### src/rtl/axi_cfg_pkg.sv
// Shared types and constants for the AXI-Lite configuration-port arbiter.
//   state_t        : transaction FSM states
//   AXI_RESP_OKAY  : BRESP/RRESP value treated as success
//   N_REQ_MAX      : largest supported requester count
//   idx_w()        : width of a requester index for a given requester count
package axi_cfg_pkg;

    typedef enum logic [2:0] {
        IDLE,
        WR_REQ,
        WR_RESP,
        RD_REQ,
        RD_RESP,
        DONE
    } state_t;

    localparam logic [1:0] AXI_RESP_OKAY = 2'b00;
    localparam int         N_REQ_MAX     = 8;

    // At least one bit, so the index is a legal vector even for tiny N.
    function automatic int idx_w(input int n);
        return (n < 2) ? 1 : $clog2(n);
    endfunction

endpackage

### src/rtl/axi_cfg_rr_arb.sv
// Combinational round-robin picker.
//   req    : pending request vector
//   rr_ptr : index of the highest-priority requester this round
//   gnt    : one-hot winner (all zero when nothing is pending)
// The pointer itself is owned and advanced by the caller.
module axi_cfg_rr_arb
    import axi_cfg_pkg::*;
#(
    parameter int N_REQ = 2
) (
    input  logic [N_REQ-1:0]            req,
    input  logic [idx_w(N_REQ)-1:0]     rr_ptr,
    output logic [N_REQ-1:0]            gnt
);

    logic [N_REQ-1:0] hi_mask;
    logic [N_REQ-1:0] hi_req;

    // Requests at or above the pointer have priority; if none, wrap to the
    // lowest set bit overall. x & -x isolates the lowest set bit.
    always_comb begin
        hi_mask = ~((N_REQ'(1) << rr_ptr) - N_REQ'(1));
        hi_req  = req & hi_mask;
        if (|hi_req) gnt = hi_req & (~hi_req + N_REQ'(1));
        else         gnt = req & (~req + N_REQ'(1));
    end

endmodule

### src/rtl/axi_cfg_arbiter.sv
// Shares one AXI4-Lite master port between N_REQ request/response agents.
// One transaction is in flight at a time; winners are chosen round-robin.
// Ports:
//   s_axi_aclk / s_axi_areset : clock, async active-high reset
//   req_*_i                   : per-requester request + payload (slice r = requester r)
//   req_gnt_o                 : one-hot pulse in the cycle the request is captured
//   rsp_valid_o               : one-hot pulse to the owner when the transaction completes
//   rsp_rdata_o / rsp_err_o   : last read data / error status of the completed transaction
//   m_axi_*                   : AXI4-Lite master toward the register block
module axi_cfg_arbiter
    import axi_cfg_pkg::*;
#(
    parameter int C_AXI_ADDR_WIDTH = 32,
    parameter int C_AXI_DATA_WIDTH = 32,
    parameter int N_REQ            = 2
) (
    input  logic                          s_axi_aclk,
    input  logic                          s_axi_areset,
    input  logic [N_REQ-1:0]              req_valid_i,
    input  logic [N_REQ-1:0]              req_we_i,
    input  logic [N_REQ*C_AXI_ADDR_WIDTH-1:0] req_addr_i,
    input  logic [N_REQ*C_AXI_DATA_WIDTH-1:0] req_wdata_i,
    input  logic [N_REQ*4-1:0]            req_be_i,
    output logic [N_REQ-1:0]              req_gnt_o,
    output logic [N_REQ-1:0]              rsp_valid_o,
    output logic [C_AXI_DATA_WIDTH-1:0]   rsp_rdata_o,
    output logic                          rsp_err_o,
    output logic [C_AXI_ADDR_WIDTH-1:0]   m_axi_awaddr,
    output logic                          m_axi_awvalid,
    input  logic                          m_axi_awready,
    output logic [C_AXI_DATA_WIDTH-1:0]   m_axi_wdata,
    output logic [3:0]                    m_axi_wstrb,
    output logic                          m_axi_wvalid,
    input  logic                          m_axi_wready,
    input  logic [1:0]                    m_axi_bresp,
    input  logic                          m_axi_bvalid,
    output logic                          m_axi_bready,
    output logic [C_AXI_ADDR_WIDTH-1:0]   m_axi_araddr,
    output logic                          m_axi_arvalid,
    input  logic                          m_axi_arready,
    input  logic [C_AXI_DATA_WIDTH-1:0]   m_axi_rdata,
    input  logic [1:0]                    m_axi_rresp,
    input  logic                          m_axi_rvalid,
    output logic                          m_axi_rready
);

    localparam int AW = C_AXI_ADDR_WIDTH;
    localparam int DW = C_AXI_DATA_WIDTH;
    localparam int IW = idx_w(N_REQ);

    state_t           state_q, state_d;
    logic [IW-1:0]    rr_ptr, ptr_nxt;
    logic [N_REQ-1:0] arb_gnt;
    logic [N_REQ-1:0] owner_oh;
    logic [AW-1:0]    addr_q;
    logic [DW-1:0]    wdata_q;
    logic [3:0]       be_q;
    logic [DW-1:0]    rdata_q;
    logic             err_q;
    logic             aw_done, w_done;
    logic             aw_fire, w_fire;

    logic             sel_we;
    logic [AW-1:0]    sel_addr;
    logic [DW-1:0]    sel_wdata;
    logic [3:0]       sel_be;

    axi_cfg_rr_arb #(.N_REQ(N_REQ)) u_arb (
        .req    (req_valid_i),
        .rr_ptr (rr_ptr),
        .gnt    (arb_gnt)
    );

    // One-hot grant -> winner payload and the pointer value that follows it.
    always_comb begin
        sel_we    = 1'b0;
        sel_addr  = '0;
        sel_wdata = '0;
        sel_be    = '0;
        ptr_nxt   = rr_ptr;
        for (int i = 0; i < N_REQ; i++) begin
            if (arb_gnt[i]) begin
                sel_we    = req_we_i[i];
                sel_addr  = req_addr_i[i*AW +: AW];
                sel_wdata = req_wdata_i[i*DW +: DW];
                sel_be    = req_be_i[i*4 +: 4];
                ptr_nxt   = (i == N_REQ-1) ? '0 : IW'(i+1);
            end
        end
    end

    assign aw_fire = m_axi_awvalid && m_axi_awready;
    assign w_fire  = m_axi_wvalid  && m_axi_wready;

    always_ff @(posedge s_axi_aclk or posedge s_axi_areset) begin
        if (s_axi_areset) state_q <= IDLE;
        else              state_q <= state_d;
    end

    // All AXI valids/readies decode from registered state only, so none of
    // them depends combinationally on a slave ready.
    always_comb begin
        state_d       = state_q;
        req_gnt_o     = '0;
        rsp_valid_o   = '0;
        m_axi_awvalid = 1'b0;
        m_axi_wvalid  = 1'b0;
        m_axi_bready  = 1'b0;
        m_axi_arvalid = 1'b0;
        m_axi_rready  = 1'b0;
        case (state_q)
            IDLE: begin
                // A grant seen while reset is held would never be captured.
                if (!s_axi_areset) req_gnt_o = arb_gnt;
                if (|req_valid_i) state_d = sel_we ? WR_REQ : RD_REQ;
            end
            WR_REQ: begin
                m_axi_awvalid = !aw_done;
                m_axi_wvalid  = !w_done;
                if ((aw_done || m_axi_awready) && (w_done || m_axi_wready))
                    state_d = WR_RESP;
            end
            WR_RESP: begin
                m_axi_bready = 1'b1;
                if (m_axi_bvalid) state_d = DONE;
            end
            RD_REQ: begin
                m_axi_arvalid = 1'b1;
                if (m_axi_arready) state_d = RD_RESP;
            end
            RD_RESP: begin
                m_axi_rready = 1'b1;
                if (m_axi_rvalid) state_d = DONE;
            end
            DONE: begin
                rsp_valid_o = owner_oh;
                state_d     = IDLE;
            end
            default: state_d = IDLE;
        endcase
    end

    // Payload is loaded only in IDLE, which keeps AXI payload stable while
    // any valid is pending and makes requester inputs don't-care afterwards.
    always_ff @(posedge s_axi_aclk or posedge s_axi_areset) begin
        if (s_axi_areset) begin
            rr_ptr   <= '0;
            owner_oh <= '0;
            addr_q   <= '0;
            wdata_q  <= '0;
            be_q     <= '0;
            rdata_q  <= '0;
            err_q    <= 1'b0;
            aw_done  <= 1'b0;
            w_done   <= 1'b0;
        end else begin
            case (state_q)
                IDLE: begin
                    aw_done <= 1'b0;
                    w_done  <= 1'b0;
                    if (|req_valid_i) begin
                        addr_q   <= sel_addr;
                        wdata_q  <= sel_wdata;
                        be_q     <= sel_be;
                        owner_oh <= arb_gnt;
                        rr_ptr   <= ptr_nxt;
                    end
                end
                WR_REQ: begin
                    if (aw_fire) aw_done <= 1'b1;
                    if (w_fire)  w_done  <= 1'b1;
                end
                WR_RESP: begin
                    if (m_axi_bvalid) err_q <= (m_axi_bresp != AXI_RESP_OKAY);
                end
                RD_RESP: begin
                    if (m_axi_rvalid) begin
                        rdata_q <= m_axi_rdata;
                        err_q   <= (m_axi_rresp != AXI_RESP_OKAY);
                    end
                end
                default: ;
            endcase
        end
    end

    assign rsp_rdata_o  = rdata_q;
    assign rsp_err_o    = err_q;
    assign m_axi_awaddr = addr_q;
    assign m_axi_araddr = addr_q;
    assign m_axi_wdata  = wdata_q;
    assign m_axi_wstrb  = be_q;

endmodule

### config.mk
export PLATFORM = sky130hd
export DESIGN_NAME = axi_cfg_arbiter
export DESIGN_NICKNAME = d
export VERILOG_FILES = /design/src/rtl/axi_cfg_pkg.sv /design/src/rtl/axi_cfg_rr_arb.sv /design/src/rtl/axi_cfg_arbiter.sv
export SDC_FILE = /design/constraint.sdc
export NUM_CORES = 1
export LEC_CHECK = 0
export BUFFER_PORTS_ARGS = -buffer_cell sky130_fd_sc_hd__buf_4
export CAP_MARGIN = 15
export CORE_AREA = 2 2 127 129
export DETAILED_ROUTE_END_ITERATION = 16
export DIE_AREA = 0 0 129 131
export PLACE_DENSITY = 0.67
export SLEW_MARGIN = 20
export SYNTH_ARGS = -nofsm -noshare
export SYNTH_HDL_FRONTEND = slang
export SYNTH_SLANG_ARGS = --single-unit
### constraint.sdc
create_clock -name s_axi_aclk -period 4.6 [get_ports s_axi_aclk]
set_input_delay 0.23 -clock s_axi_aclk [delete_from_list [all_inputs] [get_ports s_axi_aclk]]
set_output_delay 0.23 -clock s_axi_aclk [all_outputs]
set_load 0.03 [all_outputs]
==> results of run 1 <==
==> registers in the layout (all words and copies together) (netlist names) <==
name          flops
m_axi_araddr     32
rsp_err_o         1
rr_ptr            1
m_axi_wdata      32
state_q           3
m_axi_wstrb       4
rsp_rdata_o      32
w_done            1
owner_oh          2
aw_done           1
==> power by group <==
part	internal, uW	switching [uW]	total, uW
logic	1320	1990	3320
registers	1430	355	1780
clock network	397	346	743
total	3150	2690	5840
==> cells in the mapped netlist <==
cell,n
sky130_fd_sc_hd__nand2b_1,1
sky130_fd_sc_hd__buf_6,7
sky130_fd_sc_hd__and3_1,3
sky130_fd_sc_hd__or3_1,1
sky130_fd_sc_hd__nor3_1,1
sky130_fd_sc_hd__nor2b_1,3
sky130_fd_sc_hd__nor3_2,1
sky130_fd_sc_hd__dfrtp_1,109
sky130_fd_sc_hd__nor3b_2,1
sky130_fd_sc_hd__and3b_1,1
sky130_fd_sc_hd__inv_1,4
sky130_fd_sc_hd__mux2_4,30
sky130_fd_sc_hd__o21ai_1,70
sky130_fd_sc_hd__a22o_1,1
sky130_fd_sc_hd__nor3b_1,4
sky130_fd_sc_hd__mux2_1,4
sky130_fd_sc_hd__o211ai_1,1
sky130_fd_sc_hd__o22ai_1,2
sky130_fd_sc_hd__a22oi_1,1
sky130_fd_sc_hd__mux2i_1,68
sky130_fd_sc_hd__nor3_4,1
sky130_fd_sc_hd__a211oi_2,1
sky130_fd_sc_hd__a21oi_1,3
sky130_fd_sc_hd__o21bai_1,1
sky130_fd_sc_hd__buf_12,6
sky130_fd_sc_hd__clkbuf_1,7
sky130_fd_sc_hd__nand3_1,1
sky130_fd_sc_hd__and2_1,2
sky130_fd_sc_hd__a2111oi_0,1
sky130_fd_sc_hd__buf_4,33
sky130_fd_sc_hd__nor2_1,9
sky130_fd_sc_hd__o2bb2ai_1,1
sky130_fd_sc_hd__o21ai_2,2
sky130_fd_sc_hd__mux2_2,1
sky130_fd_sc_hd__nand2_1,71
sky130_fd_sc_hd__nor4_2,1
sky130_fd_sc_hd__buf_2,10
==> per-stage QoR <==
stage,util,power [uW],instance area [sq um],hold slack (ps),setup WS [ps]
after floorplan,-,4090,5370,354,1500
after global placement,0.488,5090,7610,359,2500
after detailed placement,0.488,5150,7610,363,2420
after CTS,0.507,5920,7900,92.8,2230
after global routing,0.507,6200,7900,90.8,2060
final,0.507,5840,7900,109,2240
==> final timing paths <==
path                       slack (ps)  cells after the start              end
max reg2reg                      2430                      3  rsp_rdata_o[30]
min                               110                      2  rsp_rdata_o[29]
min reg2reg                       480                      2   m_axi_wstrb[0]
max in group asynchronous        2830                      4  m_axi_araddr[4]
max                              2240                      5     req_gnt_o[1]
min in group asynchronous         530                      3  m_axi_araddr[8]
==> cell families after synthesis <==
group | share of synthesized area
AOI/OAI and AO/OA | 0.0850
muxes | 0.221
DFF | 0.508
buffers and inverters | 0.100
and+or+nand+nor | 0.0862
==> critical path, stage by stage, from the launching register on <==
cell and delay, ps:
sky130_fd_sc_hd__dfrtp_1 570, sky130_fd_sc_hd__nor3_4 340, sky130_fd_sc_hd__o21ai_4 90, sky130_fd_sc_hd__buf_4 330
sky130_fd_sc_hd__nor3_2 240, sky130_fd_sc_hd__buf_4 190
==> area by class of cell <==
| cell class | instances | share of cell area |
|---|---|---|
| Clock buffer | 11 | 0.0320 |
| Tap cell | 216 | 0.0342 |
| Timing Repair Buffer | 330 | 0.314 |
| Clock inverter | 4 | 0.00412 |
| Multi-Input combinational cell | 288 | 0.269 |
| Sequential cell | 109 | 0.345 |
| Inverter | 4 | 0.00222 |
==> metal layers <==
| metal | share of wire | up-vias | GRT usage | routed length [um] |
|---|---|---|---|---|
| met3 | 0.074 | 15 | 0.0509 | 1080 |
| met1 | 0.39 | 2031 | 0.190 | 5640 |
| met4 | 0.012 | 0 | 0.0422 | 177 |
| li1 | - | 2110 | - | - |
| met5 | 0 | - | 0 | 0 |
| met2 | 0.52 | 194 | 0.294 | 7540 |
==> run summary, run 1 <==
The run finished with clean final reports. At the end of the flow, the number of nets in the layout was 925. Summed over all failing endpoints, the final setup total negative slack is 0 ps. Dividing the detail-routed wire length by the instance count gives 15.0 um.

The synthesized design contains 109 register bits. The category of the most critical setup path was register to output port. From synthesis to final layout, the design area changed by 47.1%.

For the worst-case headroom to the max-slew limit, the log shows 0.318. The startpoint identified for the worst hold timing path is m_axi_rdata[29]. Critical path launch point type: a register. The logs give 2730 sq um for the flip-flop and latch area and 2130 ps for the arrival time reported for the critical path endpoint. The share of the synthesized area in the top cell type is 0.508, and the count of cells resized by post-cts repair is 0. Leaving out fill and tap cells, the most frequent cells in the layout are 329 x sky130_fd_sc_hd__buf_4, 109 x sky130_fd_sc_hd__dfrtp_1, 71 x sky130_fd_sc_hd__nand2_1, 70 x sky130_fd_sc_hd__o21ai_1, 68 x sky130_fd_sc_hd__mux2i_1.

At the pin with the least slew margin, the transition time is 1020 ps. After detailed routing, the number of vias per cell comes to 4.52. Origin of the worst setup path: state_q[0].

The final period demand of the worst path was 2360 ps. Count of mapped cells out of synthesis: 464. Clock tree synthesis selected as its root buffer the cell sky130_fd_sc_hd__clkbuf_16. The hold buffer count at cts was 1. The post-synthesis area per instance was 11.6 sq um; the number of nets with antenna violations after detailed routing was 0. Entering global routing, the biggest net connects 78 pins. The max-slew violation total from the final report is 0, and the data required time at the worst endpoint is 4370 ps. Setup repair after global routing left no endpoint under its margin. The mapped netlist covers 5370 sq um. The layout cell share with drive strength beyond 1 was 0.515. TritonCTS built the clock tree.

The clock reaches the later pin of the worst-skew pair after 350 ps. The worst-case IR drop observed on VDD is 344 uV. The filler cells instantiated in the layout total 1,438. The logs give 46 for the standard-cell row count and 0.00418 uW for the standby leakage power. For the number of placed I/O pins, the log shows 325. The biggest area consumer among synthesized cells is sky130_fd_sc_hd__dfrtp_1.

The TritonCTS buffer count is 9. The count of input and output buffers was 324. The total overflow left after global routing is 0. The tools report the clock net sink count as 109. The tool flagged a number of max-cap violations equal to 0. The synthesized netlist net count is 647. The endpoint class of the critical path was an output port.

In this run the power density over the cells is 739 nW/um^2. The path class of the tightest hold or removal check is input port to register. The non-filler instance count after layout is 962, and the achievable clock frequency is 424 MHz. The final worst-path cycle share came out at 0.512.

Once detailed placement completed, the half-perimeter wirelength came to 11,300 um. The maximum net fanout on the critical path was 77. In this run the number of H-tree levels came out at 3. Summed over all layers, the routed wires come to 14,400 um. Leaving out fill and tap cells, the most frequent cell in the layout is sky130_fd_sc_hd__buf_4.

The sequential cell area fraction in the yosys report is 0.508. For the number of instances in the placed design, the log shows 946. After clock tree synthesis, the setup repair step added 0 buffers. The die covers 16,900 sq um. The run gives 2120 sq um as the footprint of the multi-input gates. At the end of routability-driven placement, the weighted congestion stood at 0.825. The number of antenna cells inserted was 0; the number of unique standard cell types used by synthesis was 37. Setup violations remaining at the end of the flow were counted as 0. The run gives 2 as the buffer depth of the longest clock path. The initial antenna violation count came out at 0. Clock skew on the completed layout was measured at 7.19 ps. By area the synthesized netlist is led by sky130_fd_sc_hd__dfrtp_1 51%, sky130_fd_sc_hd__mux2i_1 13%, sky130_fd_sc_hd__mux2_4 8.4%, sky130_fd_sc_hd__o21ai_1 6.5%, sky130_fd_sc_hd__nand2_1 5.0%. The final hold violation count was 0; the number of global-route vias before repair was 4,330. For this block, the initial DRC count from the detailed router was 131. For this run, design rule violations remaining after detail routing come to 0. The routed layout has 4,350 vias.

Yosys printed 0 warnings. The run gives 0.164 as the global-route usage over all layers. After floorplanning, the core was sized to cover 15,600 sq um. After clock tree synthesis, the clock-pin slew on the worst setup and hold paths is 70 ps. For this run, the detailed router's first-pass iteration total came to 4. The first global-routing pass estimated 21,700 um of wire.

The starting density of the core is 0.344, and the floorplan die width is 129 um. The startpoint identified for the worst register-to-register timing path is state_q[0]. The die is 131 um tall.
No activity file was read; power rests on OpenSTA's default activity.
==> run 2, diff against run 1 <==
--- a/config.mk
+++ b/config.mk
@@ -7,10 +7,10 @@
 export LEC_CHECK = 0
 export BUFFER_PORTS_ARGS = -buffer_cell sky130_fd_sc_hd__buf_4
 export CAP_MARGIN = 15
-export CORE_AREA = 2 2 127 129
+export CORE_AREA = 2 2 124 126
 export DETAILED_ROUTE_END_ITERATION = 16
-export DIE_AREA = 0 0 129 131
-export PLACE_DENSITY = 0.67
+export DIE_AREA = 0 0 126 128
+export PLACE_DENSITY = 0.72
 export SLEW_MARGIN = 20
 export SYNTH_ARGS = -nofsm -noshare
 export SYNTH_HDL_FRONTEND = slang
==> constraint.sdc (replaced) <==
create_clock -name s_axi_aclk -period 2 [get_ports s_axi_aclk]
set_input_delay 0.1 -clock s_axi_aclk [delete_from_list [all_inputs] [get_ports s_axi_aclk]]
set_output_delay 0.1 -clock s_axi_aclk [all_outputs]
set_load 0.03 [all_outputs]
==> run summary, run 2 (synthesis results as in run 1) <==
The type of the tightest min-delay check is input port to register (unchanged). The logs give 16,100 sq um (was 16,900 sq um) for the area of the die and 0.575 (was 0.568) for the combinational share of power. Initial DRC count: 146 (was 131). TritonCTS built the clock tree. The via count of the routed design is 4,573 (was 4,350), and the maximum net fanout on the critical path is 12 (was 77).

The slew at the pin closest to its max-slew limit was 601 ps (was 1020 ps); the data required time at the worst endpoint was 1900 ps (was 4370 ps). The most common cell after layout, fill and taps aside was sky130_fd_sc_hd__buf_4 (unchanged). For the residual DRC count, the log shows 0 (unchanged). The chip height was 128 um (was 131 um).

The floorplan die width works out to 126 um (was 129 um). The worst-case headroom to the max-slew limit came out at 0.598 (was 0.318). Based on the critical path, the design can be clocked at up to 536 MHz. The detailed-route vias per instance was 4.69 (was 4.52).

The layout cell share with drive strength beyond 1 is 0.499 (was 0.515), and the first-pass iteration count of the detailed router is 4 (unchanged). The initial antenna violation count came out at 0 (unchanged). The run finished with clean final reports. The setup slack at placement was 446 ps (was 2420 ps). Ordered cell list for the critical path: nor3_4 > o21ai_4 > nor3b_2 > buf_4 (was nor3_4 > o21ai_4 > buf_4 > nor3_2 > buf_4).

The tools report the count of cells resized by post-cts repair as 0 (unchanged). The max-cap check violation count was 0 (unchanged). The buffer depth of the longest clock path was 2 (unchanged).

The critical path launch point type was a register (unchanged). Buffer and inverter count on the worst path: 1 (was 2). The tools report the sequential group share of total power as 0.293 (was 0.305).

The switching part of the total is 0.457 (was 0.461), and the post-synthesis to final-layout area growth is 55.9% (was 47.1%). The total negative slack came out at 0 ps (unchanged). The category of the most critical setup path is register to output port (unchanged). The tools report the number of antenna cells inserted as 0 (unchanged). For the clock net sink count, the log shows 109 (unchanged). The count of input and output buffers is 324 (unchanged). Commonest cells after routing, fill and taps aside: 329 x sky130_fd_sc_hd__buf_4, 109 x sky130_fd_sc_hd__dfrtp_1, 71 x sky130_fd_sc_hd__nand2_1, 70 x sky130_fd_sc_hd__o21ai_1, 68 x sky130_fd_sc_hd__mux2i_1 (unchanged). The tools report the worst-skew pair later-pin latency as 340 ps (was 350 ps). The final hold violation count is 0 (unchanged). For the global-route usage over all layers, the log shows 0.189 (was 0.164). The logs give 0.132 (was 0.127) for the clock group share of total power and 45 (was 46) for the standard-cell row count.

The final period demand of the worst path came out at 1870 ps. The kind of cell with the highest combined delay on the critical path is simple AND/OR/NAND/NOR gates (unchanged). The final critical-path setup slack is 134 ps (was 2240 ps). The maximum number of pins on one net before global-route repair was 59 (was 78); the weighted congestion reported at the end of routability-driven placement was 0.890 (was 0.825). The power per standard cell area is 1660 nW/um^2 (was 739 nW/um^2). The run gives 7.82 ps (was 7.19 ps) as the worst-case clock skew.

The cell at the root of the clock tree is sky130_fd_sc_hd__clkbuf_16 (unchanged). The maximum level of the CTS H-tree was 3 (unchanged). The number of global-route vias before repair was 4,671 (was 4,330).

Setup repair after global routing left no endpoint under its margin. The starting density of the core came out at 0.361 (was 0.344). Max-slew violation total from the final report: 0 (unchanged). Core area: 14,900 sq um (was 15,600 sq um). The run gives 325 (unchanged) as the number of placed I/O pins. The sum of routed wire length over all layers was 15,700 um (was 14,400 um). The tools report the endpoint class of the critical path as an output port (unchanged). The run gives 6340 uW (was 2690 uW) as the total net switching power.

The standby leakage power is 0.00440 uW (was 0.00418 uW). The highest cell delay on the worst timing path works out to 500 ps (was 570 ps). The run gives 1770 ps (was 2130 ps) as the arrival time reported for the critical path endpoint.

The number of nets with antenna violations after detailed routing was 0 (unchanged); the remaining global-route overflow was 0 (unchanged). The standard cell with the maximum stage delay on the critical path is sky130_fd_sc_hd__dfrtp_1 (unchanged). The half-perimeter wire length after detailed placement is 11,400 um (was 11,300 um), and the final-report setup violation count is 0 (unchanged). The logs give 9 (unchanged) for the TritonCTS buffer count and 7540 uW (was 3150 uW) for the internal power component. The logs give 24,300 um (was 21,700 um) for the wire length of the first global-routing pass and 420 ps (was 2430 ps) for the setup slack of the most critical reg-to-reg path.

The post-detailed-route wirelength per cell is 16.1 um (was 15.0 um), and the worst supply voltage drop on vdd is 673 uV (was 344 uV). The clock-pin slew of the registers on the worst-case setup and hold paths came out at 70 ps (about the same). The final worst-path cycle share was 0.933; the final layout net count was 966 (was 925).
==> run 2: per-stage QoR <==
stage                     power [uW]  hold slack (ps)  cells   util  cell area, sq um
final                          13900             18.6    976  0.563              8370
after global routing           14700            0.444    976  0.563              8370
after CTS                      13900             3.52    973  0.562              8350
after detailed placement       12000              230    923  0.518              7700
after global placement         11800              230    923  0.518              7700
after floorplan                 9410              224    464      -              5380
==> run 2: per-layer routing <==
| metal | vias to the layer above | global-route usage | wire length (um) |
|---|---|---|---|
| met4 | 0 | 0.0549 | 184 |
| met3 | 15 | 0.0434 | 1140 |
| met1 | 2154 | 0.221 | 6180 |
| met2 | 207 | 0.347 | 8190 |
| li1 | 2197 | - | - |
| met5 | - | 0 | 0 |
==> run 2: power by group through the flow <==
stage          combinational, uW  sequential [uW]  clock (uW)
3_5_place_dp                7930             4090           0
5_1_grt                     8460             4220        1990
3_3_place_gp                7800             4040           0
6_report                    7980             4070        1830
2_1_floorplan               3550             5860           0
4_1_cts                     7980             4070        1900
==> run 2: path summary, 6_finish.rpt <==
check,start,end,depth (start not counted)
max in group asynchronous,s_axi_areset,rsp_err_o,4
setup / recovery,state_q[2],req_gnt_o[0],4
hold reg to reg,owner_oh[1],owner_oh[1],2
hold / removal,m_axi_rdata[2],rsp_rdata_o[2],2
min in group asynchronous,s_axi_areset,m_axi_wdata[31],3
setup reg to reg,state_q[2],rsp_rdata_o[8],3
==> run 2: final cells by class <==
class                   count  area, sq um
clock buffers              10          239
clock inverters             6         71.3
fillers                  1250         6490
inverters                   4         18.8
multi-input cells         289         2130
flip-flops and latches    109         2730
well taps                 188          235
repair buffers            370         2950
==> run 2: repair_timing <==
| item | CTS | global route |
|---|---|---|
| setup buffers | 0 | 2 |
| setup endpoints to repair | 0 | 1 |
| hold endpoints to repair | 56 | 0 |
| hold buffers | 34 | 0 |
==> run 3, diff against run 2 <==
==> constraint.sdc (replaced) <==
create_clock -name s_axi_aclk -period 1.7 [get_ports s_axi_aclk]
set_input_delay 0.085 -clock s_axi_aclk [delete_from_list [all_inputs] [get_ports s_axi_aclk]]
set_output_delay 0.085 -clock s_axi_aclk [all_outputs]
set_load 0.03 [all_outputs]
==> run summary, run 3 (synthesis results as in run 1) <==
For the total chip power, the log shows 16,400 uW (was 13,900 uW). The tools report the first-pass iteration count of the detailed router as 4 (unchanged). The starting density of the core is 0.361 (unchanged). Commonest cells after routing, fill and taps aside: 345 x sky130_fd_sc_hd__buf_4, 109 x sky130_fd_sc_hd__dfrtp_1, 71 x sky130_fd_sc_hd__nand2_1, 70 x sky130_fd_sc_hd__o21ai_1, 67 x sky130_fd_sc_hd__mux2i_1 (was 329 x sky130_fd_sc_hd__buf_4, 109 x sky130_fd_sc_hd__dfrtp_1, 71 x sky130_fd_sc_hd__nand2_1, 70 x sky130_fd_sc_hd__o21ai_1, 68 x sky130_fd_sc_hd__mux2i_1). Static timing analysis puts the maximum clock frequency at 592 MHz. The post-detailed-route wirelength per cell came out at 16.3 um (was 16.1 um). Ordered cell list for the critical path: buf_6 > nor3_4 > o21ai_4 > nor3b_2 > buf_4 (was nor3_4 > o21ai_4 > nor3b_2 > buf_4). The run gives 177 (was 146) as the initial DRC count. The most common cell after layout, fill and taps aside was sky130_fd_sc_hd__buf_4 (unchanged). For the number of antenna cells inserted, the log shows 0 (unchanged). Type of the tightest min-delay check: input port to register (unchanged).

Setup repair after global routing could not meet its margin everywhere. The run gives 11,800 um (was 11,400 um) as the half-perimeter wire length after detailed placement. The logs give 9.11 ps (was 7.82 ps) for the worst-case clock skew and 2 (unchanged) for the buffer depth of the longest clock path. The run gives 0 (unchanged) as the max-cap check violation count.

The floorplan die width was 126 um (unchanged). The power per standard cell area is 1930 nW/um^2 (was 1660 nW/um^2), and the total net switching power is 7540 uW (was 6340 uW). The logs give 0.574 (was 0.563) for the final core area utilization and 8900 uW (was 7540 uW) for the internal power component. The tools report the residual DRC count as 0 (unchanged).

The run gives 0 (unchanged) as the final-report setup violation count. The number of nets with antenna violations after detailed routing is 0 (unchanged). Worst-skew pair later-pin latency: 340 ps (about the same). The logs give 109 (unchanged) for the clock net sink count and 0.196 (was 0.189) for the global-route usage over all layers.

The logs give 16,100 sq um (unchanged) for the area of the die and 25,100 um (was 24,300 um) for the wire length of the first global-routing pass. The number of placed I/O pins was 325 (unchanged). The tools report the max-slew violation total from the final report as 0 (unchanged). The critical path launch point type was a register (unchanged). The category of the most critical setup path was register to output port (unchanged).

The logs give 1620 ps (was 1900 ps) for the data required time at the worst endpoint and 81 (was 59) for the maximum number of pins on one net before global-route repair. The standard cell with the maximum stage delay on the critical path was sky130_fd_sc_hd__dfrtp_1 (unchanged). TritonCTS built the clock tree. The post-synthesis to final-layout area growth is 58.9% (was 55.9%). The via count of the routed design is 4,634 (was 4,573). Standby leakage power: 0.00450 uW (was 0.00440 uW).

The slew at the pin closest to its max-slew limit was 639 ps (was 601 ps). The tools report the arrival time reported for the critical path endpoint as 1600 ps (was 1770 ps). The logs give 0 (unchanged) for the remaining global-route overflow and 0.574 (was 0.598) for the worst-case headroom to the max-slew limit. The standard-cell row count was 45 (unchanged); the initial antenna violation count was 0 (unchanged).

The flow ran to the end, and the final reports show no timing, DRC or antenna violations. Buffer and inverter count on the worst path: 2 (was 1). The cell at the root of the clock tree is sky130_fd_sc_hd__clkbuf_16 (unchanged).

For the core area, the log shows 14,900 sq um (unchanged). The switching part of the total was 0.459 (was 0.457); the combinational share of power was 0.589 (was 0.575). The total negative slack came out at 0 ps (unchanged). The kind of cell with the highest combined delay on the critical path was simple AND/OR/NAND/NOR gates (unchanged). The run gives 16,300 um (was 15,700 um) as the sum of routed wire length over all layers.

Chip height: 128 um (unchanged). The final worst-path cycle share came out at 0.993. The tools report the clock group share of total power as 0.120 (was 0.132). The final hold violation count was 0 (unchanged); the highest cell delay on the worst timing path was 390 ps (was 500 ps). Non-filler instance count after layout: 997 (was 976).

The number of instances in the placed design was 932 (was 923). The logs give 9 (unchanged) for the TritonCTS buffer count and 987 (was 966) for the final layout net count. The layout cell share with drive strength beyond 1 works out to 0.509 (was 0.499).

The clock-pin slew of the registers on the worst-case setup and hold paths came out at 70 ps (about the same). The maximum level of the CTS H-tree is 3 (unchanged), and the weighted congestion reported at the end of routability-driven placement is 0.897 (was 0.890). The sequential group share of total power was 0.291 (was 0.293); the final hold slack was 12.5 ps (was 18.6 ps). For the worst supply voltage drop on vdd, the log shows 843 uV (was 673 uV). The maximum net fanout on the critical path came out at 12 (unchanged). The endpoint class of the critical path is an output port (unchanged). The detailed-route vias per instance was 4.65 (was 4.69). Number of global-route vias before repair: 4,813 (was 4,671).

Count of input and output buffers: 324 (unchanged). Subtracting the final worst setup slack from the clock period gives 1690 ps.
[run 3: changes by cell type in the layout (fill, tap and decap cells not counted), sizes merged]
cell	delta
buf	+18
bufbuf	+1
bufinv	-1
clkbuf	+2
clkinv	-1
clkinvlp	+1
dlygate4sd3	+2
o21ai	-1
[run 3: what timing repair did]
item / in CTS / in global routing
setup buffers: 6 / 6
setup endpoints to repair: 2 / 23
hold endpoints to repair: 94 / 0
hold buffers: 36 / 0
pin swaps: 3 / 2
gates cloned: 1 / 0
resized for setup: 3 / 0
[run 3: layout make-up]
type	count	area (sq um)
Tap cell	188	235
Fill cell	1253	6330
Inverter	4	18.8
Clock inverter	5	33.8
Sequential cell	109	2730
Timing Repair Buffer	392	3150
Multi-Input combinational cell	288	2130
Clock buffer	11	243
[run 3: metrics by stage]
stage | worst slack, ps | instance area (sq um)
floorplan | 52.9 | 5380
global placement | 186 | 7770
detailed placement | 112 | 7770
CTS | 11.8 | 8490
global route | -92.3 | 8540
finish | 12.1 | 8540
[run 3: power groups by stage]
stage | combinational, uW | clock (uW) | sequential, uW
global placement | 9240 | 0 | 4740
global route | 10300 | 2120 | 4950
detailed placement | 9430 | 0 | 4800
finish | 9680 | 1970 | 4790
floorplan | 4180 | 0 | 6890
CTS | 9640 | 2030 | 4780
[run 3: path summary, 6_finish.rpt]
path | startpoint | endpoint | slack (ps) | cells after the start
max | state_q[1] | req_gnt_o[0] | 10 | 5
min | req_wdata_i[62] | m_axi_wdata[30] | 10 | 3
max reg2reg | state_q[0] | state_q[0] | 80 | 6
min reg2reg | owner_oh[0] | owner_oh[0] | 490 | 1
max in group asynchronous | s_axi_areset | m_axi_araddr[12] | 680 | 4
min in group asynchronous | s_axi_areset | state_q[2] | 430 | 4
[run 3: worst min-delay path, cell delays in order]
cell,delay (ps)
sky130_fd_sc_hd__buf_4,80
sky130_fd_sc_hd__mux2i_1,50
sky130_fd_sc_hd__o21ai_1,110
[run 3: per-layer routing]
metal	track usage	vias to the layer above	wire length, um
met1	0.222	2177	6180
met5	0	-	0
met2	0.367	205	8690
met3	0.0497	16	1180
li1	-	2236	-
met4	0.0524	0	204
